### config.mk
export PLATFORM = sky130hd
export DESIGN_NAME = mem_scanner
export DESIGN_NICKNAME = d
export VERILOG_FILES = /design/src/rtl/mem_scan_pkg.sv /design/src/rtl/mem_scanner.sv
export SDC_FILE = /design/constraint.sdc
export NUM_CORES = 1
export LEC_CHECK = 0
export CORE_UTILIZATION = 50
export DETAILED_ROUTE_END_ITERATION = 6
export PLACE_DENSITY = 0.78
export SLEW_MARGIN = 40
export SYNTH_ARGS = -nofsm -noshare
export SYNTH_HDL_FRONTEND = slang
export SYNTH_SLANG_ARGS = --single-unit
export TNS_END_PERCENT = 1
### constraint.sdc
create_clock -name clk -period 2.3 [get_ports clk]
set_input_delay 0.23 -clock clk [delete_from_list [all_inputs] [get_ports clk]]
set_output_delay 0.23 -clock clk [all_outputs]
set_load 0.02 [all_outputs]
### src/rtl/mem_scan_pkg.sv
// Shared sizing constants and controller state type for the 32x3 RAM scanner.
package mem_scan_pkg;

    localparam int ADDR_W = 5;
    localparam int DATA_W = 3;
    localparam int DEPTH  = 32;
    localparam int SUM_W  = 8;

    typedef enum logic [2:0] {
        IDLE  = 3'd0,
        FILL  = 3'd1,
        SCAN  = 3'd2,
        DRAIN = 3'd3,
        DONE  = 3'd4
    } state_t;

endpackage

### src/rtl/mem_scanner.sv
// Walks a 32x3 registered-input RAM once, either filling it with a seeded
// pattern or reading every word back and accumulating a checksum.
module mem_scanner
    import mem_scan_pkg::*;
(
    input  logic              clk,
    input  logic              reset,
    input  logic              start,
    input  logic              mode,
    input  logic [DATA_W-1:0] fill_seed,
    output logic              mem_write,
    output logic [ADDR_W-1:0] mem_addr,
    output logic [DATA_W-1:0] mem_din,
    input  logic [DATA_W-1:0] mem_dout,
    output logic              rd_valid,
    output logic [ADDR_W-1:0] rd_addr,
    output logic [DATA_W-1:0] rd_data,
    output logic [SUM_W-1:0]  sum,
    output logic              busy,
    output logic              done
);

    localparam logic [ADDR_W-1:0] LAST_ADDR = ADDR_W'(DEPTH - 1);

    state_t            state_q, state_d;
    logic [DATA_W-1:0] seed_q, seed_d;
    logic              mem_write_q, mem_write_d;
    logic [ADDR_W-1:0] mem_addr_q, mem_addr_d;
    logic [DATA_W-1:0] mem_din_q, mem_din_d;
    logic              pend_q, pend_d;
    logic [ADDR_W-1:0] pend_addr_q, pend_addr_d;
    logic              rd_valid_q, rd_valid_d;
    logic [ADDR_W-1:0] rd_addr_q, rd_addr_d;
    logic [DATA_W-1:0] rd_data_q, rd_data_d;
    logic [SUM_W-1:0]  sum_q, sum_d;
    logic [ADDR_W-1:0] next_addr;

    always_comb begin
        state_d     = state_q;
        seed_d      = seed_q;
        mem_write_d = 1'b0;
        mem_addr_d  = mem_addr_q;
        mem_din_d   = mem_din_q;
        pend_d      = 1'b0;
        pend_addr_d = pend_addr_q;
        rd_valid_d  = 1'b0;
        rd_addr_d   = rd_addr_q;
        rd_data_d   = rd_data_q;
        sum_d       = sum_q;
        next_addr   = mem_addr_q + 1'b1;

        // pend_q marks the cycle where mem_dout reflects the address issued last cycle
        if (pend_q) begin
            rd_valid_d = 1'b1;
            rd_addr_d  = pend_addr_q;
            rd_data_d  = mem_dout;
            sum_d      = sum_q + SUM_W'(mem_dout);
        end

        case (state_q)
            IDLE: begin
                if (start) begin
                    state_d     = mode ? FILL : SCAN;
                    seed_d      = fill_seed;
                    mem_addr_d  = '0;
                    mem_write_d = mode;
                    sum_d       = '0;
                    if (mode) begin
                        mem_din_d = fill_seed;
                    end
                end
            end
            FILL, SCAN: begin
                pend_d      = (state_q == SCAN);
                pend_addr_d = mem_addr_q;
                if (mem_addr_q == LAST_ADDR) begin
                    state_d = DRAIN;
                end else begin
                    mem_addr_d = next_addr;
                    if (state_q == FILL) begin
                        mem_write_d = 1'b1;
                        mem_din_d   = seed_q + next_addr[DATA_W-1:0];
                    end
                end
            end
            DRAIN:   state_d = DONE;
            DONE:    state_d = IDLE;
            default: state_d = IDLE;
        endcase
    end

    always_ff @(posedge clk) begin
        if (reset) begin
            state_q     <= IDLE;
            seed_q      <= '0;
            mem_write_q <= 1'b0;
            mem_addr_q  <= '0;
            mem_din_q   <= '0;
            pend_q      <= 1'b0;
            pend_addr_q <= '0;
            rd_valid_q  <= 1'b0;
            rd_addr_q   <= '0;
            rd_data_q   <= '0;
            sum_q       <= '0;
        end else begin
            state_q     <= state_d;
            seed_q      <= seed_d;
            mem_write_q <= mem_write_d;
            mem_addr_q  <= mem_addr_d;
            mem_din_q   <= mem_din_d;
            pend_q      <= pend_d;
            pend_addr_q <= pend_addr_d;
            rd_valid_q  <= rd_valid_d;
            rd_addr_q   <= rd_addr_d;
            rd_data_q   <= rd_data_d;
            sum_q       <= sum_d;
        end
    end

    assign mem_write = mem_write_q;
    assign mem_addr  = mem_addr_q;
    assign mem_din   = mem_din_q;
    assign rd_valid  = rd_valid_q;
    assign rd_addr   = rd_addr_q;
    assign rd_data   = rd_data_q;
    assign sum       = sum_q;
    assign busy      = (state_q == FILL) || (state_q == SCAN) || (state_q == DRAIN);
    assign done      = (state_q == DONE);

endmodule

Yosys cells after proc, flatten, opt, wreduce, memory -nomap -nowiden --
Cells that the tools add are included.
Word-level totals: register bits 38, bits in latches 0, memory bits (writable) 0, ROM bits 0, input port bits 10, logic and storage cells 55, memories kept 0
Cells by class: add/subtract/negate cells 3, multipliers 0, div/mod/pow operators 0, magnitude comparators 0, equal/unequal tests 10, shift operators 0, muxes and demuxes 20, bitwise logic cells 1, reductions and logical operators 10
Operator list (count):
- 8-bit 2-to-1 mux | 3
- 3-bit 2-to-1 mux | 6
- 5-bit 2-to-1 mux | 2
- 2-bit inequality test, second input constant | 5
- 5-bit one-hot mux with 2 select lines | 1
- 3-bit one-hot mux with 3 select lines | 1
- 8-bit by 3-bit adder with 8-bit output | 1
- 3-bit by 2-bit equality test with 1-bit output, second input constant | 2
- 3-bit one-hot mux with 2 select lines | 1
- 5-bit by 1-bit adder with 5-bit output, second input constant | 1
- 5-bit equality test, second input constant | 1
- 5-bit AND reduction | 1
- 1-bit 2-to-1 mux | 4
- 2-bit AND reduction | 2
- 2-bit OR reduction | 2
- 3-bit adder | 1
- 3-bit by 1-bit equality test with 1-bit output, second input constant | 1
- 3-bit equality test, second input constant | 1
- 3-bit zero test | 1
- 3-bit AND reduction | 1
- 1-bit logical OR | 2
- 2-bit 2-to-1 mux | 1
- 1-bit one-hot mux with 2 select lines | 1
- 2-bit nonzero test | 1
- 1-bit inverter | 1

Logic depth before layout (Yosys ltp) --
Gate-level depths: netlist of run 1.
depth after elaboration 5, mapped depth 8, mapped depth without buffers 8

Worst setup path before layout of run 1 --
Ideal clock, no wire load.
path type flip-flop to flip-flop, from register mem_addr_q[0] (netlist: mem_addr[0]), to register mem_addr_q[3] (netlist: mem_addr[3]), library setup time 0.066 ns, arrival 1.919 ns, required time 2.234 ns, setup slack 0.314 ns, cell stages (with the launch flop) 8, cell sequence dfxtp_1 -> ha_1 -> and3_1 -> ha_1 -> o21ai_1 -> o311ai_2 -> or3_1 -> a21oi_2
Between the ends: longest elaborated chain between the ends 3
RTL lines:
- from (decl) | line mem_scanner.sv:28 | logic [ADDR_W-1:0] mem_addr_q, mem_addr_d;
- from (signal assigned) | line mem_scanner.sv:109 | mem_addr_q <= mem_addr_d;
- 5-bit by 1-bit adder with 5-bit output or 5-bit equality test (tied branches) | line mem_scanner.sv:50, mem_scanner.sv:76
- 5-bit 2-to-1 mux or 2-bit inequality test (tied branches)
- 5-bit one-hot mux with 2 select lines or 3-bit AND reduction (tied branches)
Several ways; a longest one is shown, not always the timed one. The select of a mux whose other input is x is not followed. A chain may end at the register's enable or synchronous reset.

Worst setup path after layout of run 1 --
Same ends and word-level chain as after synthesis.

==> results.toml, run 1 <==
[floorplanning]
chipHeight_um = 62.32
coreArea_um2 = 3416
io_pins = 38
num_rows = 21
start_util = 0.5326
die-area_um2 = 3884
fp.dieW_um = 62.32

[layout]
utilization = 0.6568
final_common_cell = "dfxtp_1"
fillers = 290
nets = 240
area.sequential_um2 = 760.7
num_antenna_cells = 0
mostFrequentLayoutCells = "dfxtp_1, clkdlybuf4s50_1, nor2_1"
fin_area_um2 = 2243
syn2layout_area_growth_pct = 23.31
multiInputGateArea_um2 = 942.2
final_cells = 269
drive_gt1_frac = 0.08969

[synthesis]
syn_inst = 185
async_flop_share = 0
synth.largest_area_cell = "dfxtp_1"
avgSynthCellArea_um2 = 9.834
syn_area_um2 = 1819
yosys.area_share.simple = 0.1836
synth_top_area_share = 0.4182
synth_top_family_by_area = "simple AND/OR/NAND/NOR gates"
synth_adder_area_share = 0.06327
yosysWarningCount = 0
synth_compound_area_frac = 0.1176
yosysSeqAreaShare = 0.4182
synth_mux_area_frac = 0.1045
synth_cell_types = 44
synth_seq_cells = 38
synthTopCellsByArea = "dfxtp_1, mux2i_1, nor2_1, ha_1, xnor2_1"
synth_nets = 203
synth_ff_type = "dfxtp_1"
synth_edf_count = 0
synth-xor-area-share = 0.04883

[clock_tree]
cts_setup_buffers = 0
hold_buffers = 0
clk_latency_ps = 340
clkTransAtPathRegs_ps = 110
cts_tree = "done"
cts_buffer_depth = 2
cts_buffers = 5
cts_sinks = 38
cts_resized = 0
ctsRootBufferMaster = "clkbuf_4"
htreeDepth = 2

[worst_hold_path]
holdCritPathClass = "reg2reg"

[status]
status = "finished, final reports clean"

[timing]
hold_violations = 0
slew_viol_final = 0
setup_slack_ps = 126.8
rsz0062_at_grt = "no"
finalCritPeriodShare = 0.9449
relSlewSlack = 0.5866
finClkSkew_ps = 11.59
worstMarginPinSlew_ps = 619.3
setup_tns_ps = 0
fmax_mhz = 460.2
fin_crit_ps = 2173
setup_violations = 0
whs_ps = 477.1

[place]
io_buffers = 37
dpl.hpwl_um = 2768
numPlacedInstances = 261
pre_cts_slack_ps = 160.6
postPlaceCellArea_um2 = 2183
finalWeightedCongestion = 0.8688

[global_route]
track_usage = 0.2072
grt_pass1_vias = 1403
grt_pass1_wl_um = 6189
antenna_found_initial = 0
grt_max_degree = 20
gr-total-overflow = 0

[worst_setup_path]
crit_arrival_ps = 2460
cp-start-kind = "flop"
cp.required_ps = 2590
crit_fanout = 6
path_class = "reg2reg"
critPathCaptureType = "flop"

[routing]
drc = 0
drtAntennaViolNets = 0
route.vias.total = 1415
drt_iter0_drc = 44
firstDrtPassIters = 4
wl_per_cell_um = 13.74
totalWireLength_um = 3695
vias_per_cell = 5.260

[pwr]
seqPwrFrac = 0.550
swShare = 0.2745
p_leak_nw = 0.8127
p_comb_frac = 0.165
power_frac_clock = 0.285
internal_power_mw = 0.9289
report.power.total_mw = 1.280
netSwitchingPower_mw = 0.3514
p_per_area_nw_per_um2 = 570.7
peakVddDrop_mv = 0.3557

[flow_run]
cap_viol_max_count = 0
==> metal layers <==
metal  vias to the layer above  global-route usage  part of all wire
li1                        715                   -                 -
met1                       669              0.2428              0.44
met2                        27              0.3530              0.51
met3                         4             0.06066             0.034
met4                         0             0.08430            0.0078
met5                         -                   0                 0
==> cell type report <==
class	instances	area share
timing repair buffer	40	0.1751
multi-input combinational	129	0.4200
sequential	38	0.3391
clock inverter	1	0.002231
inverter	8	0.01339
tap	46	0.02566
clock buffer	7	0.02454
==> flip-flops by register name, indices dropped and copies added, names as in the netlist, 3 cells and up <==
register / count
seed_q: 3
state_q: 3
mem_din: 3
sum: 8
pend_addr_q: 5
mem_addr: 5
rd_data: 3
rd_addr: 5
==> Yosys cell counts (2+ instances only) <==
cell type,number
a211oi_1,2
a21oi_1,12
and3_1,2
buf_2,2
buf_6,4
clkbuf_1,3
dfxtp_1,38
fa_1,2
ha_1,6
inv_1,8
mux2i_1,19
nand2_1,6
nand3_1,4
nor2_1,28
nor2b_1,2
nor3_1,4
o21ai_0,8
or3_1,3
xnor2_1,7
==> power groups by stage <==
stage               sequential, mW  clock, mW  combinational (mW)
floorplan                    0.721          0               0.152
global placement             0.717          0               0.206
detailed placement           0.719          0               0.212
CTS                          0.704      0.369               0.213
global route                 0.708      0.401               0.230
finish                       0.704      0.365               0.212
==> critical path: stages, from the launching register on <==
cell      delay [ps]
dfxtp_1          380
ha_1             290
and3_1           210
ha_1             230
o21ai_1          240
o311ai_2         210
or3_1            410
a21oi_2          130
==> kinds of logic (layout without fill, tap and decap cells) <==
kind of cell / count (synthesis) / count (layout)
muxes: 19 / 19
xor gates and xnor gates: 8 / 8
DFF: 38 / 38
and+or+nand+nor: 61 / 61
AOI/OAI and AO/OA: 33 / 33
buffers and inverters: 18 / 56
adders and majority gates: 8 / 8
==> path summary, 6_finish.rpt <==
check | from | end | slack, ps | cells after the start
worst max-delay path | mem_addr[0]$_SDFFE_PP0P_ | mem_addr[3]$_SDFFE_PP0P_ | 130 | 7
worst min-delay path | mem_din[1]$_SDFFE_PP0P_ | mem_din[1]$_SDFFE_PP0P_ | 480 | 2
worst max register to register | mem_addr[0]$_SDFFE_PP0P_ | mem_addr[3]$_SDFFE_PP0P_ | 130 | 7
worst min register to register | mem_din[1]$_SDFFE_PP0P_ | mem_din[1]$_SDFFE_PP0P_ | 480 | 2
(Power assumes the default switching activity.)
==> inputs of run 2 (changes only) <==
--- a/config.mk
+++ b/config.mk
@@ -5,9 +5,11 @@
 export SDC_FILE = /design/constraint.sdc
 export NUM_CORES = 1
 export LEC_CHECK = 0
+export ABC_AREA = 1
 export CORE_UTILIZATION = 50
 export DETAILED_ROUTE_END_ITERATION = 6
-export PLACE_DENSITY = 0.78
+export GPL_TIMING_DRIVEN = 0
+export PLACE_DENSITY = 0.79
 export SLEW_MARGIN = 40
 export SYNTH_ARGS = -nofsm -noshare
 export SYNTH_HDL_FRONTEND = slang
==> run 2 against run 1 <==
  * Register-to-register slack better by 350 ps
  * Cell area rose by 1.2%
  * Critical path depth is 3 lower
  * Final cell count up 25%
  * Non-clock buffer count is 4 higher
  * Setup slack improved by 270 ps
  * Sequential cell count stayed put
  * First-iteration DRC count rose by 86%
  * Global-route usage grew 0.63 points
  * Die area is 2.0% lower
  * Count of clock-buffer cells in the layout stayed put
  * Critical path type is now reg2out
  * Hold slack better by 3.3 ps
  * Highest routed layer unchanged
==> results.toml, run 2 <==
[timing]
hold_violations = 0
fin_crit_ps = 1905
finalCritPeriodShare = 0.8281
rsz0062_at_grt = "no"
fmax_mhz = 525.0
setup_violations = 0
slew_viol_final = 0
setup_tns_ps = 0
worstMarginPinSlew_ps = 443.8
finClkSkew_ps = 8.111
relSlewSlack = 0.7041

[synthesis]
synth_edf_count = 0
synth_nets = 262
synth-xor-area-share = 0.009831
synth_top_area_share = 0.4270
synth_mux_area_frac = 0
syn_area_um2 = 1782
synth_seq_cells = 38
yosys-top-cells-count = "nor2_1, dfxtp_1, nand2_1"
synth_ff_type = "dfxtp_1"
async_flop_share = 0
avgSynthCellArea_um2 = 7.302
synth.largest_area_cell = "dfxtp_1"
yosysSeqAreaShare = 0.4270
synthTopCellsByArea = "dfxtp_1, nor2_1, o21ai_0, nand2_1, inv_1"
synth_top_family_by_area = "simple AND/OR/NAND/NOR gates"
synth_compound_area_frac = 0.1103
yosysWarningCount = 0
yosys.area_share.simple = 0.3013
syn_inst = 244
synth_cell_types = 25
synthMostInstantiatedCell = "nor2_1"
synth_adder_area_share = 0.06461

[routing]
totalWireLength_um = 3622
drtAntennaViolNets = 0
wl_per_cell_um = 10.81
route.vias.total = 1626
drc = 0
firstDrtPassIters = 4
drt_iter0_drc = 82
vias_per_cell = 4.854

[clock_tree]
cts_setup_buffers = 0
ctsRootBufferMaster = "clkbuf_4"
cts_buffer_depth = 2
cts_sinks = 38
clkTransAtPathRegs_ps = 110
htreeDepth = 2
cts_buffers = 5
cts_tree = "done"
hold_buffers = 0
clk_latency_ps = 350
cts_resized = 0

[floorplanning]
io_pins = 38
start_util = 0.5298
num_rows = 21
fp.dieW_um = 61.70
chipHeight_um = 61.70
die-area_um2 = 3806
coreArea_um2 = 3363

[layout]
area.sequential_um2 = 760.7
syn2layout_area_growth_pct = 27.39
largest_register_ffs = 8
fillers = 335
nets = 306
multiInputGateArea_um2 = 865.8
drive_gt1_frac = 0.08651
utilization = 0.6749
final_common_cell = "nor2_1"
mostFrequentLayoutCells = "nor2_1, dfxtp_1, clkdlybuf4s50_1"
num_antenna_cells = 0

[worst_setup_path]
crit_fanout = 5
r2r_setup_slack_ps = 480
crit_chain = "nor2_4 > inv_1 > nor2_1 > clkdlybuf4s50_1"
cpPeakStageDelay_ps = 600
crit_arrival_ps = 1670
critPathCaptureType = "primary output"
reg2reg_to = "mem_din[2]$_SDFFE_PP0P_"
cp-start-kind = "flop"
cp_slowest_cell = "clkdlybuf4s50_1"
timing.rr.start = "mem_addr[0]$_SDFFE_PP0P_"
cp.required_ps = 2070
worstRegToRegCells = 11
path_class = "reg2out"

[worst_hold_path]
holdCritStartpoint = "state_q[2]$_SDFFE_PP0P_"
holdCritPathClass = "reg2reg"
min_path_cells = 1
hold_end = "state_q[2]$_SDFFE_PP0P_"

[pwr]
peakVddDrop_mv = 0.6860
p_per_area_nw_per_um2 = 1087
swShare = 0.4195
p_leak_nw = 1.003
report.power.total_mw = 2.467
internal_power_mw = 1.432
seqPwrFrac = 0.378
power_frac_clock = 0.150
p_comb_frac = 0.472
netSwitchingPower_mw = 1.035

[global_route]
antenna_found_initial = 0
track_usage = 0.2135
grt_pass1_vias = 1369
grt_pass1_wl_um = 5865
grt_max_degree = 12
gr-total-overflow = 0

[flow_run]
cap_viol_max_count = 0

[place]
io_buffers = 37
dpl.hpwl_um = 2715
finalWeightedCongestion = 0.8579

[status]
status = "finished, final reports clean"
==> run 2: worst max-delay path by stage <==
stage,from,endpoint,slack (ps),cells past startpoint
floorplan,mem_addr[0]$_SDFFE_PP0P_,mem_din[2]$_SDFFE_PP0P_,560,11
global route,state_q[0]$_SDFFE_PP0P_,done,260,4
detailed placement,mem_dout[0],sum[6]$_SDFF_PP0_,470,8
global placement,mem_dout[0],sum[6]$_SDFF_PP0_,460,8
finish,state_q[0]$_SDFFE_PP0P_,done,400,4
CTS,state_q[0]$_SDFFE_PP0P_,done,370,4
==> run 2: cell type report <==
type                       instances  share of cell area
sequential                        38              0.3352
clock buffer                       7             0.02426
buffer                             7             0.01544
clock inverter                     1            0.002205
multi-input combinational        167              0.3815
inverter                          32             0.05292
timing repair buffer              37              0.1632
tap                               46             0.02536
==> run 2: kinds of logic after synthesis <==
| group | Yosys count |
|---|---|
| buffers and inverters | 39 |
| adder cells (fa/ha/maj) | 8 |
| flip-flops | 38 |
| XOR/XNOR | 2 |
| AO/OA/AOI/OAI | 38 |
| AND/OR/NAND/NOR | 119 |
==> run 2: per-stage QoR <==
step,setup WS [ps],instance area [um^2],instances,hold WS [ps]
3_3_place_gp,461.0,2210,327,458.4
3_5_place_dp,472.1,2210,327,460.3
6_report,395.3,2270,335,480.5
2_1_floorplan,563.8,1782,244,299.1
5_1_grt,264.0,2270,335,495.5
4_1_cts,365.2,2270,335,476.5
==> run 2: routing by layer <==
layer	up-vias	wire length, um	global-route usage
met5	-	0	0
met4	0	76	0.1206
met3	9	182	0.04762
met2	28	1583	0.3257
met1	729	1780	0.2796
li1	860	-	-
==> run 2: power groups by stage <==
stage | Combinational (mW) | Clock [mW] | Sequential [mW]
global route | 1.31 | 0.407 | 0.959
CTS | 1.17 | 0.377 | 0.934
floorplan | 0.693 | 0 | 1.04
detailed placement | 1.17 | 0 | 0.946
global placement | 1.14 | 0 | 0.945
finish | 1.17 | 0.371 | 0.932
==> run 2: critical path: cells and delay by family, from the launching register on <==
kind	cells	cell delay, ps
flops	1	390
simple gates	2	280
buf+inv	2	650
==> inputs of run 3 (changes only) <==
==> constraint.sdc (replaced) <==
create_clock -name clk -period 1.9 [get_ports clk]
set_input_delay 0.19 -clock clk [delete_from_list [all_inputs] [get_ports clk]]
set_output_delay 0.19 -clock clk [all_outputs]
set_load 0.02 [all_outputs]
==> run 3 against run 2 <==
  * Total power is 21% higher
  * Largest cell class unchanged
  * First-iteration DRC count stayed put
  * Count of clock-buffer cells in the layout stayed put
  * Clock power is 21% higher
  * Cell area is 0.22% higher
  * Via count stayed put
  * Register-to-register slack worse by 350 ps
==> results.toml, run 3 (synthesis results as in run 2) <==
[status]
status = "finished, final reports clean"

[timing]
fin_crit_ps = 1775
setup_violations = 0
finalCritPeriodShare = 0.9340
hold_violations = 0
finClkSkew_ps = 8.111
worstMarginPinSlew_ps = 443.8
whs_ps = 446.3
slew_viol_final = 0
setup_tns_ps = 0
rsz0062_at_grt = "no"
fmax_mhz = 563.5
relSlewSlack = 0.7041

[clock_tree]
cts_tree = "done"
clkTransAtPathRegs_ps = 110
cts_setup_buffers = 0
cts_sinks = 38
cts_buffers = 5
htreeDepth = 2
ctsRootBufferMaster = "clkbuf_4"
cts_buffer_depth = 2
clk_latency_ps = 350

[global_route]
grt_pass1_wl_um = 5865
grt_pass1_vias = 1369
track_usage = 0.2135
antenna_found_initial = 0
grt_max_degree = 12
gr-total-overflow = 0

[worst_setup_path]
crit_arrival_ps = 2040
r2r_setup_slack_ps = 130
crit_fanout = 6
path_class = "reg2reg"
cp-start-kind = "flop"
reg2reg_to = "mem_din[2]$_SDFFE_PP0P_"
critPathCaptureType = "flop"
cp.required_ps = 2160
timing.rr.start = "mem_addr[1]$_SDFFE_PP0P_"
worstRegToRegCells = 11

[layout]
final_common_cell = "nor2_1"
final_cells = 335
nets = 306
syn2layout_area_growth_pct = 27.67
drive_gt1_frac = 0.09343
mostFrequentLayoutCells = "nor2_1, clkdlybuf4s50_1, dfxtp_1"
num_antenna_cells = 0
largest_register_ffs = 8
fillers = 332

[routing]
vias_per_cell = 4.854
route.vias.total = 1626
wl_per_cell_um = 10.82
drtAntennaViolNets = 0
firstDrtPassIters = 4
totalWireLength_um = 3625
drc = 0
drt_iter0_drc = 82

[place]
dpl.hpwl_um = 2715
numPlacedInstances = 327
io_buffers = 37
finalWeightedCongestion = 0.8579

[floorplanning]
fp.dieW_um = 61.70
die-area_um2 = 3806
num_rows = 21
start_util = 0.5298
chipHeight_um = 61.70
coreArea_um2 = 3363
io_pins = 38

[pwr]
power_frac_clock = 0.150
seqPwrFrac = 0.378
p_comb_frac = 0.472
swShare = 0.4189
peakVddDrop_mv = 0.8305
p_leak_nw = 1.023
internal_power_mw = 1.738
p_per_area_nw_per_um2 = 1315
netSwitchingPower_mw = 1.253
report.power.total_mw = 2.990

[worst_hold_path]
holdCritPathClass = "in2reg"
hold_end = "seed_q[0]$_SDFFE_PP0P_"
holdCritStartpoint = "fill_seed[0]"
min_path_cells = 3

[flow_run]
cap_viol_max_count = 0
## run 3: through the flow
stage	util	setup slack, ps	cell area [um^2]
global route	0.6763	7.161	2275
finish	0.6763	125.4	2275
CTS	0.6749	5.246	2270
detailed placement	0.6570	108.7	2210
global placement	0.6570	101.0	2210
floorplan	-	163.8	1782
## run 3: metal layers
layer  vias up  share of wire  global-route usage
met2        28           0.44              0.3257
li1        860              -                   -
met5         -              0                   0
met3         9          0.050             0.04762
met1       729           0.49              0.2796
met4         0          0.021              0.1206
## run 3: power by group through the flow
stage          Combinational, mW  Clock [mW]  Sequential (mW)
2_1_floorplan              0.839           0             1.26
3_3_place_gp                1.38           0             1.14
3_5_place_dp                1.41           0             1.15
4_1_cts                     1.42       0.456             1.13
5_1_grt                     1.58       0.492             1.16
6_report                    1.41       0.449             1.13
## run 3: worst max path at each step
stage / to / start / cells past startpoint
after floorplan: mem_din[2]$_SDFFE_PP0P_ / mem_addr[0]$_SDFFE_PP0P_ / 11
after global placement: sum[6]$_SDFF_PP0_ / mem_dout[0] / 8
after detailed placement: mem_din[2]$_SDFFE_PP0P_ / mem_addr[0]$_SDFFE_PP0P_ / 11
after CTS: done / state_q[0]$_SDFFE_PP0P_ / 4
after global routing: mem_din[2]$_SDFFE_PP0P_ / mem_addr[1]$_SDFFE_PP0P_ / 11
final: mem_din[2]$_SDFFE_PP0P_ / mem_addr[1]$_SDFFE_PP0P_ / 11
## run 3: cell type report
cell class	instances	area (um^2)	area share
Sequential cell	38	763.2	0.3355
Buffer	7	35.03	0.01540
Inverter	32	120.1	0.05281
Tap cell	46	57.56	0.02530
Timing Repair Buffer	37	372.9	0.1639
Multi-Input combinational cell	167	865.8	0.3806
Clock inverter	1	5.005	0.002200
Clock buffer	7	55.05	0.02420
## run 3: critical path: stages (launching register included)
cell and delay (ps):
dfxtp_1 380, ha_1 310, inv_1 50, fa_1 410, inv_1 70, nand2_1 40, nand2_1 80, o21ai_0 90
nand3_1 90, nand3_1 60, nand2_1 70, inv_1 30
## run 3: timing repair
action                                  4_1_cts  5_1_grt
hold buffers                                  0        0
resized for setup                             0        3
endpoints found under the setup margin        0        3
